<file path="config.mk">
export PLATFORM = sky130hd
export DESIGN_NAME = rx_envelope_detector
export DESIGN_NICKNAME = d
export VERILOG_FILES = /design/src/rtl/rx_env_pkg.sv /design/src/rtl/rx_env_window.sv /design/src/rtl/rx_envelope_detector.sv
export SDC_FILE = /design/constraint.sdc
export NUM_CORES = 1
export LEC_CHECK = 0
export CORE_MARGIN = 1
export CORE_UTILIZATION = 45
export DETAILED_ROUTE_END_ITERATION = 8
export MAX_ROUTING_LAYER = met4
export PLACE_DENSITY_LB_ADDON = 0.3
export SLEW_MARGIN = 15
export SYNTH_ARGS = -nofsm -noshare
export SYNTH_HDL_FRONTEND = slang
export SYNTH_SLANG_ARGS = --single-unit
</file>
<file path="constraint.sdc">
create_clock -name crx_clk -period 6.68 [get_ports crx_clk]
set_input_delay 1.336 -clock crx_clk [delete_from_list [all_inputs] [get_ports crx_clk]]
set_output_delay 1.336 -clock crx_clk [all_outputs]
set_load 0.01 [all_outputs]
</file>
<file path="src/rtl/rx_env_pkg.sv">
// rx_env_pkg: state encoding and window sizing shared by the envelope detector.
package rx_env_pkg;
  typedef enum logic [1:0] {IDLE = 2'd0, ACTIVE = 2'd1, HOLD = 2'd2} env_state_t;
  localparam int DATA_W_DEF    = 16;
  localparam int WIN_LOG2_DEF  = 5;
  localparam int WIN_DEPTH_DEF = 1 << WIN_LOG2_DEF;
  localparam int SUM_W_DEF     = DATA_W_DEF - 1 + WIN_LOG2_DEF;
  function automatic int win_depth(input int win_log2);
    return 1 << win_log2;
  endfunction
  function automatic int sum_w(input int data_w, input int win_log2);
    return data_w - 1 + win_log2;
  endfunction
  function automatic int sat_mag(input int data_w);
    return (1 << (data_w - 1)) - 1;
  endfunction
endpackage

</file>
<file path="src/rtl/rx_env_window.sv">
// rx_env_window: circular magnitude buffer with running sum and warm-up counter.
module rx_env_window
  import rx_env_pkg::*;
#(
  parameter int MAG_W    = 15,
  parameter int WIN_LOG2 = 5
) (
  input  logic                      crx_clk,
  input  logic                      rrx_rst,
  input  logic                      clear,
  input  logic                      valid,
  input  logic [MAG_W-1:0]          abs_mag,
  output logic                      upd,
  output logic [MAG_W+WIN_LOG2-1:0] sum_next,
  output logic                      full,
  output logic                      full_next
);
  localparam int DEPTH = win_depth(WIN_LOG2);
  localparam int SUM_W = MAG_W + WIN_LOG2;
  logic [MAG_W-1:0]    mag_buf [DEPTH];
  logic [WIN_LOG2-1:0] wr_ptr;
  logic [SUM_W-1:0]    sum;
  logic [WIN_LOG2:0]   cnt, cnt_next;
  // Modular arithmetic is exact: the true result always fits in SUM_W bits.
  assign sum_next  = valid ? sum + SUM_W'(abs_mag) - SUM_W'(mag_buf[wr_ptr]) : sum;
  assign cnt_next  = (valid && !full) ? cnt + 1'b1 : cnt;
  assign full      = cnt == (WIN_LOG2 + 1)'(DEPTH);
  assign full_next = cnt_next == (WIN_LOG2 + 1)'(DEPTH);
  assign upd       = valid;
  always_ff @(posedge crx_clk or negedge rrx_rst)
    if (!rrx_rst) begin
      for (int i = 0; i < DEPTH; i++) mag_buf[i] <= '0;
      wr_ptr <= '0;
      sum    <= '0;
      cnt    <= '0;
    end else if (clear) begin
      for (int i = 0; i < DEPTH; i++) mag_buf[i] <= '0;
      wr_ptr <= '0;
      sum    <= '0;
      cnt    <= '0;
    end else if (valid) begin
      mag_buf[wr_ptr] <= abs_mag;
      wr_ptr          <= wr_ptr + 1'b1;
      sum             <= sum_next;
      cnt             <= cnt_next;
    end
endmodule

</file>
<file path="src/rtl/rx_envelope_detector.sv">
// rx_envelope_detector: |sample| moving-average envelope with hysteresis signal-present detection.
module rx_envelope_detector
  import rx_env_pkg::*;
#(
  parameter int DATA_W       = 16,
  parameter int WIN_LOG2     = 5,
  parameter int HOLD_SAMPLES = 4
) (
  input  logic                     crx_clk,
  input  logic                     rrx_rst,
  input  logic                     erx_en,
  input  logic                     isample_valid,
  input  logic signed [DATA_W-1:0] isample,
  input  logic [DATA_W-1:0]        ithresh_hi,
  input  logic [DATA_W-1:0]        ithresh_lo,
  output logic                     oenv_valid,
  output logic [DATA_W-1:0]        oenvelope,
  output logic                     owindow_full,
  output logic                     odetect,
  output logic                     odetect_rise
);
  localparam int MAG_W  = DATA_W - 1;
  localparam int SUM_W  = sum_w(DATA_W, WIN_LOG2);
  localparam int HOLD_W = $clog2(HOLD_SAMPLES + 1);
  localparam logic [MAG_W-1:0] SAT = MAG_W'(sat_mag(DATA_W));
  logic               v1, upd, full_next;
  logic [MAG_W-1:0]   abs_q, abs_d;
  logic [DATA_W-1:0]  neg, env_next;
  logic [SUM_W-1:0]   sum_next;
  logic [HOLD_W-1:0]  hold_cnt;
  env_state_t         state;
  assign neg      = -isample;
  assign abs_d    = (isample[DATA_W-1] && isample[MAG_W-1:0] == '0) ? SAT
                  : isample[DATA_W-1] ? neg[MAG_W-1:0] : isample[MAG_W-1:0];
  assign env_next = DATA_W'(sum_next >> WIN_LOG2);
  rx_env_window #(.MAG_W(MAG_W), .WIN_LOG2(WIN_LOG2)) u_window (
    .crx_clk   (crx_clk),
    .rrx_rst   (rrx_rst),
    .clear     (!erx_en),
    .valid     (v1),
    .abs_mag   (abs_q),
    .upd       (upd),
    .sum_next  (sum_next),
    .full      (owindow_full),
    .full_next (full_next)
  );
  always_ff @(posedge crx_clk or negedge rrx_rst)
    if (!rrx_rst) begin
      v1           <= 1'b0;
      abs_q        <= '0;
      oenv_valid   <= 1'b0;
      oenvelope    <= '0;
      odetect      <= 1'b0;
      odetect_rise <= 1'b0;
      hold_cnt     <= '0;
      state        <= IDLE;
    end else if (!erx_en) begin
      v1           <= 1'b0;
      abs_q        <= '0;
      oenv_valid   <= 1'b0;
      oenvelope    <= '0;
      odetect      <= 1'b0;
      odetect_rise <= 1'b0;
      hold_cnt     <= '0;
      state        <= IDLE;
    end else begin
      v1           <= isample_valid;
      abs_q        <= abs_d;
      oenv_valid   <= upd;
      odetect_rise <= 1'b0;
      if (upd) begin
        oenvelope <= env_next;
        if (state == IDLE && env_next >= ithresh_hi && full_next) begin
          state        <= ACTIVE;
          odetect      <= 1'b1;
          odetect_rise <= 1'b1;
        end else if (state == ACTIVE && env_next < ithresh_lo) begin
          state    <= HOLD;
          hold_cnt <= '0;
        end else if (state == HOLD) begin
          if (env_next >= ithresh_hi) begin
            state    <= ACTIVE;
            hold_cnt <= '0;
          end else if (hold_cnt == HOLD_W'(HOLD_SAMPLES - 1)) begin
            state    <= IDLE;
            odetect  <= 1'b0;
            hold_cnt <= '0;
          end else begin
            hold_cnt <= hold_cnt + 1'b1;
          end
        end
      end
    end
endmodule

</file>
# Yosys cells after proc, flatten, opt, wreduce, memory -nomap -nowiden
# Cells that the tools add are included.
[op_classes]
add_sub_neg = 6
order_cmp = 4
eq_ne = 14
muxes = 47
bitwise_logic = 1
n_reduce_logical = 12
[ops]
columns = ["cell", "count"]
rows = [
  ["$mux W480", 2],
  ["$bwmux W480", 1],
  ["$mux W15", 6],
  ["$bmux W15 S5", 1],
  ["$demux W15 S5", 1],
  ["$mux W20", 3],
  ["$mux W16", 2],
  ["$mux W3", 7],
  ["$add A20 B15 Y20", 1],
  ["$sub A20 B15 Y20", 1],
  ["$mux W6", 3],
  ["$ge A15 B16 Y1", 1],
  ["$lt A15 B16 Y1", 1],
  ["$logic_not A15 Y1", 1],
  ["$neg A15 Y15", 1],
  ["$mux W2", 7],
  ["$eq A6 B6 Y1 const B", 2],
  ["$mux W1", 12],
  ["$mux W5", 2],
  ["$ne A3 B1 Y1 const B", 3],
  ["$add A6 B1 Y6 const B", 1],
  ["$ge A6 B6 Y1 const B", 1],
  ["$logic_and A1 B1 Y1", 6],
  ["$lt A6 B1 Y1 const B", 1],
  ["other kinds (16)", 17],
]
[totals]
ff_bits = 551
inputBits = 52
output_inout_bits = 20
word_cells = 127

# Depth between registers and ports, before layout
# Gate-level depths: netlist of the first run.
[depth]
word_depth = 13
mapped_depth = 26
ltp_nobuf = 24

# Hierarchy
# Synthesis of the first run repeated with hierarchy kept, for this count alone.
[hier_totals]
cells_unflattened = 3109
hier_area_um2 = 28432.3
[by_module_without_submodules]
columns = ["mod", "n_inst", "cells_per_inst", "area_each_um2", "seq_area_each_um2"]
rows = [
  ["rx_env_window", 1, 2829, 25883.6, 12787.3],
  ["rx_envelope_detector", 1, 280, 2548.7, 975.9],
]

# Least setup slack after synthesis of the first run
# Ideal clock, no wire load.
[synth_timing]
path_type = "register -> register"
startpoint = "register u_window.wr_ptr[0]"
endpoint = "register state[0]"
setup_time_ns = 0.171
t_arrival_ns = 6.444
required_time_ns = 6.509
path_slack_ns = 0.066
path_stages_with_launch = 25
path_buffers = 3
synth_period_minus_slack_ns = 6.614
path_cell_list = "dfrtp_1 clkbuf_1 buf_1 buf_1 mux4_2 a22oi_1 nand4_1 fa_1 inv_1 ha_1 a211oi_1 o21ai_0 o311a_1 a211o_1 a21oi_1 xnor2_1 mux2_2 ha_1 a21oi_1 nor2b_1 o21ai_0 and3_1 nand3_1 a2111oi_0 a221oi_1"
[synth_between]
elab_chain_cells = 13
elab_cells_between_ends = 20
cone_classes = "add/sub: 1; order compare: 2; eq/ne: 2; mux: 10; bitwise: 1; reduce/logical: 4"
[synth_rtl]
columns = ["item", "line", "text"]
rows = [
  ["start, declared", "rx_env_window.sv:21", "logic [WIN_LOG2-1:0] wr_ptr;"],
  ["start signal, assigned", "rx_env_window.sv:43", "wr_ptr <= wr_ptr + 1'b1;"],
  ["$not A5 Y6 (not written as such) *", "rx_env_window.sv:25", "assign sum_next = valid ? sum + SUM_W'(abs_mag) - SUM_W'(mag_buf[wr_ptr]) : sum;"],
  ["$bmux W15 S5 *", "rx_env_window.sv:25", ""],
  ["$mux W15 (not written as such) * (2 in series)", "rx_env_window.sv:25", ""],
  ["$sub A20 B15 Y20 *", "rx_env_window.sv:25", ""],
  ["$mux W20 *", "rx_env_window.sv:25", ""],
  ["$ge A15 B16 Y1", "rx_envelope_detector.sv:73, rx_envelope_detector.sv:81", ""],
  ["$mux W2", "rx_envelope_detector.sv:81", "if (env_next >= ithresh_hi) begin"],
  ["$mux W2", "rx_envelope_detector.sv:80", "end else if (state == HOLD) begin"],
  ["$mux W2", "rx_envelope_detector.sv:77", "end else if (state == ACTIVE && env_next < ithresh_lo) begin"],
  ["$mux W2", "rx_envelope_detector.sv:73", "if (state == IDLE && env_next >= ithresh_hi && full_next) begin"],
  ["$mux W2", "rx_envelope_detector.sv:71", "if (upd) begin"],
  ["$mux W2", "rx_envelope_detector.sv:57", "end else if (!erx_en) begin"],
  ["end signal, assigned", "rx_envelope_detector.sv:56", "state <= IDLE;"],
  ["end signal, assigned", "rx_envelope_detector.sv:74", "state <= ACTIVE;"],
  ["end signal, assigned", "rx_envelope_detector.sv:78", "state <= HOLD;"],
  ["end, declared", "rx_envelope_detector.sv:31", "env_state_t state;"],
]
# Every way passes the cells marked *; elsewhere a longest branch is shown, timed or not. The select of a mux whose other input is x is not followed.
# A chain may end at the register's enable or synchronous reset.

# Worst setup path in the final report of the first run
[layout_timing]
startpoint = "register u_window.wr_ptr[1]"
endpoint = "register hold_cnt[0]"
[layout_between]
elab_chain_cells = 13
elab_cells_between_ends = 20
cone_classes = "add/sub: 1; order compare: 2; eq/ne: 2; mux: 10; bitwise: 1; reduce/logical: 4"
[layout_rtl]
columns = ["item", "line", "text"]
rows = [
  ["$not A5 Y6 (not written as such) *", "rx_env_window.sv:25", ""],
  ["$bmux W15 S5 *", "rx_env_window.sv:25", ""],
  ["$mux W15 (not written as such) * (2 in series)", "rx_env_window.sv:25", ""],
  ["$sub A20 B15 Y20 *", "rx_env_window.sv:25", ""],
  ["$mux W20 *", "rx_env_window.sv:25", ""],
  ["$ge A15 B16 Y1", "rx_envelope_detector.sv:73, rx_envelope_detector.sv:81", ""],
  ["$mux W3", "rx_envelope_detector.sv:81", ""],
  ["$mux W3", "rx_envelope_detector.sv:80", ""],
  ["$mux W3", "rx_envelope_detector.sv:77", ""],
  ["$mux W3", "rx_envelope_detector.sv:73", ""],
  ["$mux W3", "rx_envelope_detector.sv:71", ""],
  ["$mux W3", "rx_envelope_detector.sv:57", ""],
  ["end signal, assigned", "rx_envelope_detector.sv:89", "hold_cnt <= hold_cnt + 1'b1;"],
  ["end, declared", "rx_envelope_detector.sv:30", "logic [HOLD_W-1:0] hold_cnt;"],
]
# Marks and branches as above.

==> flow_metrics.py, run 1 <==
metrics = {
    "cts": {
        "cts_sinks": 535,
        "htree_levels": 2,
        "clock_tree.buffer_depth": 3,
        "cts_root_buffer": "clkbuf_16",
        "cts_tree": "yes",
        "cts_buffers": 56,
        "clock_latency_ns": 0.63,
        "clkTransAtPathRegs_ns": 0.06,
    },
    "sta": {
        "setup_slack_ns": 0.2747,
        "setup_tns_ns": 0,
        "timing.fmax_ghz": 0.1561,
        "worstMarginPinSlew_ns": 1.073,
        "holdWs_ns": 0.4810,
        "fin_crit_ns": 6.405,
        "period_share": 0.9589,
        "fin_skew_ns": 0.02749,
        "setup_viol_count_final": 0,
        "rsz0062_at_grt": "false",
        "relSlewSlack": 0.2823,
        "slew_viol_final": 0,
        "finalHoldViolations": 0,
    },
    "global_route": {
        "grt_pass1_wl_mm": 120.2,
        "grt_pass1_vias": 18960,
        "grt_antenna_before_repair": 0,
        "gr-total-overflow": 0,
        "grt_max_degree": 101,
        "grt_usage": 0.2853,
    },
    "logic_synthesis": {
        "synthFlopType": "dfrtp_1",
        "synth_area_sq_um": 25650,
        "yosysSeqAreaShare": 0.5219,
        "yosysTopAreaCellShare": 0.5219,
        "syn_inst": 2082,
        "ys_warn_count": 0,
        "synth_largest_area_cell": "dfrtp_1",
        "synth_cell_type_count": 65,
        "synth.net_count": 2206,
        "ys_ff_latch": 535,
        "avgSynthCellArea_sq_um": 12.32,
        "synthArstFlopShare": 1.000,
        "synth_area_leaders": "dfrtp_1 52%, a22o_1 14%, mux4_2 11%",
        "synth_edf_count": 0,
    },
    "final_layout": {
        "final_cells": 2902,
        "final_util": 0.5241,
        "drive_gt1_frac": 0.1733,
        "syn_to_final_growth_pct": 15.19,
        "finalNetCount": 2225,
        "fin_area_sq_um": 29550,
        "final_cell_mix": "532 x dfrtp_1, 424 x a22o_1, 120 x mux4_2, 111 x nand2_1, 106 x inv_1",
        "diodes": 0,
        "final_common_cell": "dfrtp_1",
    },
    "placement": {
        "dpl.cell_count": 2795,
        "portBuffers": 70,
        "place_congestion": 0.9180,
        "dpl_cell_area_sq_um": 27400,
        "place_ws_ns": 0.08851,
        "hpwl_mm": 50.72,
    },
    "detailed_routing": {
        "wl_per_cell_um": 26.97,
        "dr.pass1.iters": 5,
        "drtAntennaViolNets": 0,
        "initialDrtViolationCount": 2000,
        "vias": 18680,
        "drt-total-wl_mm": 78.28,
        "remaining_drc_errors": 0,
        "via_per_inst": 6.436,
    },
    "run": {
        "maxCapViolCount": 0,
    },
    "min_path": {
        "min_path_cells": 2,
        "hp-class": "register to register",
        "worstHoldEndpoint": "u_window.mag_buf[148]$_DFFE_PN0P_",
        "hp-start": "u_window.mag_buf[148]$_DFFE_PN0P_",
    },
    "critical_path": {
        "cp_max_fo": 26,
        "crit_type": "register to register",
        "r2r_slack_ns": 0.27,
        "cp-end-kind": "register",
        "cp_data_arrival_time_ns": 6.94,
        "r2r_cells": 22,
        "critPathRequiredTime_ns": 7.22,
        "reg2reg_from": "u_window.wr_ptr[1]$_DFFE_PN0P_",
        "r2r_end": "hold_cnt[0]$_DFFE_PN0P_",
        "start_kind": "register",
    },
    "pwr": {
        "switchingPower_mw": 2.208,
        "clkPwrFrac": 0.415,
        "power_leakage_nw": 13.40,
        "p_int_mw": 5.899,
        "irDropWorstVdd_mv": 0.2095,
        "powerDensity_nw_per_um2": 274.4,
        "power.share.switching": 0.2724,
        "power_frac_seq": 0.412,
        "p_comb_frac": 0.174,
        "p_total_mw": 8.107,
    },
    "floorplan": {
        "dieArea_sq_um": 57970,
        "start_util": 0.4550,
        "die_w_um": 240.8,
        "die_h_um": 240.8,
        "io_pins": 72,
        "num_rows": 87,
        "core_sq_um": 56390,
    },
    "outcome": {
        "run_status": "completed",
    },
}
## power groups by stage
stage	Combinational [mW]	Sequential [mW]	Clock, mW
2_1_floorplan	0.930	3.37	0
3_3_place_gp	1.36	3.39	0
3_5_place_dp	1.37	3.39	0
4_1_cts	1.38	3.34	3.40
5_1_grt	1.57	3.34	3.52
6_report	1.41	3.34	3.36
## synth_stat cells (3+ instances only)
library cell and count:
inv_1 107, a211oi_1 5, clkbuf_1 175, xor2_1 20
and2_1 34, nand2b_1 3, a22o_1 424, nor2b_1 8
o31ai_1 8, nor3b_1 4, and3_1 6, mux4_2 120
fa_1 15, a21oi_1 70, nand2_1 111, mux2_2 4
nand4_1 19, mux2i_1 9, dfrtp_1 535, ha_1 57
a221oi_1 3, a31oi_1 11, or3_1 7, xnor2_1 13
buf_1 19, a22oi_1 61, o211ai_1 4, o21a_1 6
o21ai_0 84, nand3_1 13, nor3_1 7, nor2_1 50
buf_4 16, a21boi_0 3, a21o_1 14
## critical path: stages, from the launching register on
cell and delay [ns]:
dfrtp_4 0.75, buf_12 0.24, buf_4 0.20, mux4_2 0.35, a22oi_1 0.27, buf_4 0.19
nand4_1 0.24, fa_1 0.57, inv_1 0.04, ha_1 0.36, a21oi_1 0.08, o21ai_0 0.35
a22oi_1 0.15, o31a_1 0.17, a21oi_1 0.25, mux2i_1 0.35, xor2_1 0.25, ha_1 0.27
and4b_1 0.23, o2111ai_1 0.12, o221ai_1 0.16, or4_1 0.52, o221ai_1 0.18
## layer usage
metal  vias to the layer above  wire length [um]  global-route usage
met1                      9738             31950              0.3887
met2                       901             36470              0.4216
met3                       165              6922             0.05787
li1                       7874                 -                   -
met4                         0              2928              0.1103
met5                         -                 0                   -
## what timing repair did
item	in CTS	in global routing
resized for setup	0	19
endpoints found under the setup margin	0	7
hold buffers	0	0
buffers inserted	0	2
## state kept, by name, summed over array words and instances (netlist names), 2 cells and up
| register | flops |
|---|---|
| state | 2 |
| u_window.wr_ptr | 5 |
| abs_q | 15 |
| u_window.cnt | 6 |
| u_window.sum | 19 |
| hold_cnt | 3 |
| u_window.mag_buf | 480 |
## cell families after synthesis
| kind of cell | after synthesis | share of synthesized area |
|---|---|---|
| AOI/OAI and AO/OA | 714 | 0.2154 |
| DFF | 535 | 0.5219 |
| buffers and inverters | 319 | 0.04936 |
| and+or+nand+nor | 275 | 0.05180 |
| muxes | 133 | 0.1106 |
| adders and majority gates | 72 | 0.03951 |
| xor gates and xnor gates | 33 | 0.01127 |
| other | 1 | 0.0001462 |
## how the worst max path moves through the flow
stage	from	endpoint	slack, ns	depth (start not counted)
6_report	u_window.wr_ptr[1]$_DFFE_PN0P_	hold_cnt[0]$_DFFE_PN0P_	0.27	22
5_1_grt	u_window.wr_ptr[0]$_DFFE_PN0P_	state[0]$_DFFE_PN0P_	0.02	22
4_1_cts	u_window.wr_ptr[0]$_DFFE_PN0P_	state[0]$_DFFE_PN0P_	0.07	22
3_5_place_dp	u_window.wr_ptr[0]$_DFFE_PN0P_	state[1]$_DFFE_PN0P_	0.09	22
3_3_place_gp	u_window.wr_ptr[0]$_DFFE_PN0P_	hold_cnt[0]$_DFFE_PN0P_	0.06	22
2_1_floorplan	u_window.wr_ptr[0]$_DFFE_PN0P_	state[0]$_DFFE_PN0P_	0.07	24
## cell type report
| type | instances | area (sq um) |
|---|---|---|
| Timing Repair Buffer | 173 | 1640 |
| Inverter | 107 | 401.6 |
| Tap cell | 756 | 945.9 |
| Fill cell | 4859 | 26840 |
| Multi-Input combinational cell | 1228 | 11150 |
| Clock buffer | 82 | 1742 |
| Sequential cell | 535 | 13400 |
| Clock inverter | 21 | 272.8 |
No activity file was read; power rests on OpenSTA's default activity.
==> run 2: changes to the inputs <==
PLACE_DENSITY = 0.67   (was not set)
PLACE_DENSITY_LB_ADDON = not set   (was 0.3)
==> run 2 against run 1 <==
Clock-buffer cell count grew 3. Combinational power is essentially flat. Register-to-register slack gained 0.02 ns. Sequential share of layout area is essentially flat. Critical path type unchanged. Via count grew 1.1%. Utilization is essentially flat.
==> flow_metrics.py, run 2 (synthesized netlist as in run 1, its figures left out) <==
metrics = {
    "sta": {
        "period_share": 0.9552,
        "timing.fmax_ghz": 0.1567,
        "setup_tns_ns": 0,
        "relSlewSlack": 0.2732,
        "rsz0062_at_grt": "false",
        "fin_crit_ns": 6.380,
        "finalHoldViolations": 0,
        "worstMarginPinSlew_ns": 1.090,
        "setup_viol_count_final": 0,
        "slew_viol_final": 0,
        "fin_skew_ns": 0.03935,
    },
    "cts": {
        "clock_latency_ns": 0.64,
        "cts_root_buffer": "clkbuf_16",
        "clkTransAtPathRegs_ns": 0.07,
        "htree_levels": 2,
        "cts_sinks": 535,
        "clock_tree.buffer_depth": 3,
        "cts_buffers": 56,
        "cts_tree": "yes",
        "holdBufCountCts": 0,
    },
    "final_layout": {
        "fin_area_sq_um": 29560,
        "finalNetCount": 2234,
        "final_cell_mix": "532 x dfrtp_1, 424 x a22o_1, 120 x mux4_2, 111 x nand2_1, 106 x inv_1",
        "final_common_cell": "dfrtp_1",
        "fillers": 4781,
        "top_regs": "u_window.mag_buf x480, u_window.sum x19, abs_q x15",
        "final_util": 0.5243,
        "syn_to_final_growth_pct": 15.24,
        "largest-register": "u_window.mag_buf",
        "final_cells": 2915,
        "largest_register_ffs": 480,
        "drive_gt1_frac": 0.1739,
    },
    "detailed_routing": {
        "dr.pass1.iters": 5,
        "vias": 18890,
        "drtAntennaViolNets": 0,
        "remaining_drc_errors": 0,
        "via_per_inst": 6.479,
        "drt-total-wl_mm": 78.59,
        "initialDrtViolationCount": 2007,
        "wl_per_cell_um": 26.96,
    },
    "floorplan": {
        "core_sq_um": 56390,
        "die_w_um": 240.8,
        "start_util": 0.4550,
        "num_rows": 87,
        "die_h_um": 240.8,
        "io_pins": 72,
        "dieArea_sq_um": 57970,
    },
    "global_route": {
        "gr-total-overflow": 0,
        "grt_pass1_vias": 18990,
        "grt_usage": 0.2830,
        "grt_pass1_wl_mm": 119.8,
        "grt_max_degree": 144,
        "grt_antenna_before_repair": 2,
    },
    "run": {
        "maxCapViolCount": 0,
    },
    "pwr": {
        "powerDensity_nw_per_um2": 274.2,
        "p_total_mw": 8.107,
        "irDropWorstVdd_mv": 0.2312,
        "power_leakage_nw": 13.41,
    },
    "critical_path": {
        "cp_max_fo": 8,
        "cp_data_arrival_time_ns": 6.91,
        "r2r_end": "hold_cnt[0]$_DFFE_PN0P_",
        "cp-end-kind": "register",
        "r2r_slack_ns": 0.30,
        "reg2reg_from": "u_window.wr_ptr[0]$_DFFE_PN0P_",
        "critPathRequiredTime_ns": 7.21,
        "crit_type": "register to register",
        "startpoint": "u_window.wr_ptr[0]$_DFFE_PN0P_",
        "start_kind": "register",
        "r2r_cells": 23,
        "crit_end": "hold_cnt[0]$_DFFE_PN0P_",
    },
    "outcome": {
        "run_status": "completed",
    },
    "min_path": {
        "hp-class": "register to register",
        "min_path_cells": 2,
    },
    "placement": {
        "portBuffers": 70,
        "place_congestion": 0.9593,
        "dpl_cell_area_sq_um": 27440,
        "hpwl_mm": 50.67,
        "dpl.cell_count": 2803,
    },
}
## run 2: cell count changes in the layout (fill, tap and decap cells not counted), moves of 2 or more
cell | before | now
buf_12 | 6 | 4
buf_4 | 91 | 101
clkbuf_1 | 4 | 14
clkbuf_16 | 60 | 57
clkbuf_8 | 20 | 15
clkinv_2 | 12 | 9
diode_2 | 0 | 2
inv_6 | 0 | 2
## run 2: critical path, cell delays in order (launching register included)
cell and delay, ns:
dfrtp_4 0.53, buf_4 0.22, buf_4 0.19, mux4_2 0.58
a22oi_1 0.32, nand4_1 0.23, fa_1 0.56, inv_1 0.04
ha_1 0.33, a21oi_1 0.15, o21ai_1 0.14, buf_4 0.18
o31a_1 0.26, o21ai_0 0.19, nor3b_1 0.21, nor3_1 0.08
or2_2 0.33, ha_1 0.28, o21a_1 0.18, o21a_1 0.20
o2111ai_1 0.21, o221ai_1 0.17, or4_1 0.52, o221ai_1 0.17
## run 2: worst min path at each step
stage,end,from
after global placement,u_window.mag_buf[61]$_DFFE_PN0P_,u_window.mag_buf[61]$_DFFE_PN0P_
after detailed placement,u_window.mag_buf[127]$_DFFE_PN0P_,u_window.mag_buf[127]$_DFFE_PN0P_
after floorplan,u_window.mag_buf[135]$_DFFE_PN0P_,u_window.mag_buf[135]$_DFFE_PN0P_
final,u_window.mag_buf[68]$_DFFE_PN0P_,u_window.mag_buf[68]$_DFFE_PN0P_
after global routing,u_window.mag_buf[127]$_DFFE_PN0P_,u_window.mag_buf[127]$_DFFE_PN0P_
after CTS,u_window.mag_buf[127]$_DFFE_PN0P_,u_window.mag_buf[127]$_DFFE_PN0P_
## run 2: through the flow
stage	hold slack [ns]	worst slack [ns]
finish	0.4793	0.2995
global route	0.4982	0.02762
CTS	0.4790	0.04967
detailed placement	0.4650	0.08180
global placement	0.4589	0.1258
floorplan	0.4446	0.06558
## run 2: what timing repair did
action	CTS	global route
resized for setup	0	22
endpoints found under the hold margin	0	0
buffers inserted	0	4
setup endpoints to repair	0	6
## run 2: final cells by class
| class | instances | area [sq um] | area share |
|---|---|---|---|
| repair buffers | 182 | 1689 | 0.05714 |
| clock buffers | 85 | 1660 | 0.05616 |
| well taps | 756 | 945.9 | 0.03200 |
| clock inverters | 20 | 309.0 | 0.01045 |
| inverters | 107 | 401.6 | 0.01359 |
| diodes | 2 | 5.005 | 0.0001693 |
| flip-flops and latches | 535 | 13400 | 0.4531 |
| multi-input cells | 1228 | 11160 | 0.3773 |
## run 2: metal layers
| layer | vias to the layer above | track usage | wire (um) |
|---|---|---|---|
| met2 | 942 | 0.4268 | 36790 |
| met1 | 9889 | 0.3825 | 31860 |
| li1 | 7888 | - | - |
| met5 | - | - | 0 |
| met4 | 0 | 0.1041 | 3102 |
| met3 | 167 | 0.05376 | 6847 |
## run 2: power by group
group / internal (mW) / switching [mW] / leakage, nW / total [mW]
clock: 1.99 / 1.35 / 0.974 / 3.34
sequential: 3.28 / 0.0510 / 7.44 / 3.33
combinational: 0.596 / 0.837 / 4.99 / 1.43
total: 5.87 / 2.24 / 13.4 / 8.11
==> run 3: changes to the inputs <==
CAP_MARGIN = 5   (was not set)
SKIP_LAST_GASP = 1   (was not set)
==> results of run 3 <==
The final DEF is identical to that of run 2; final timing and power are the same.
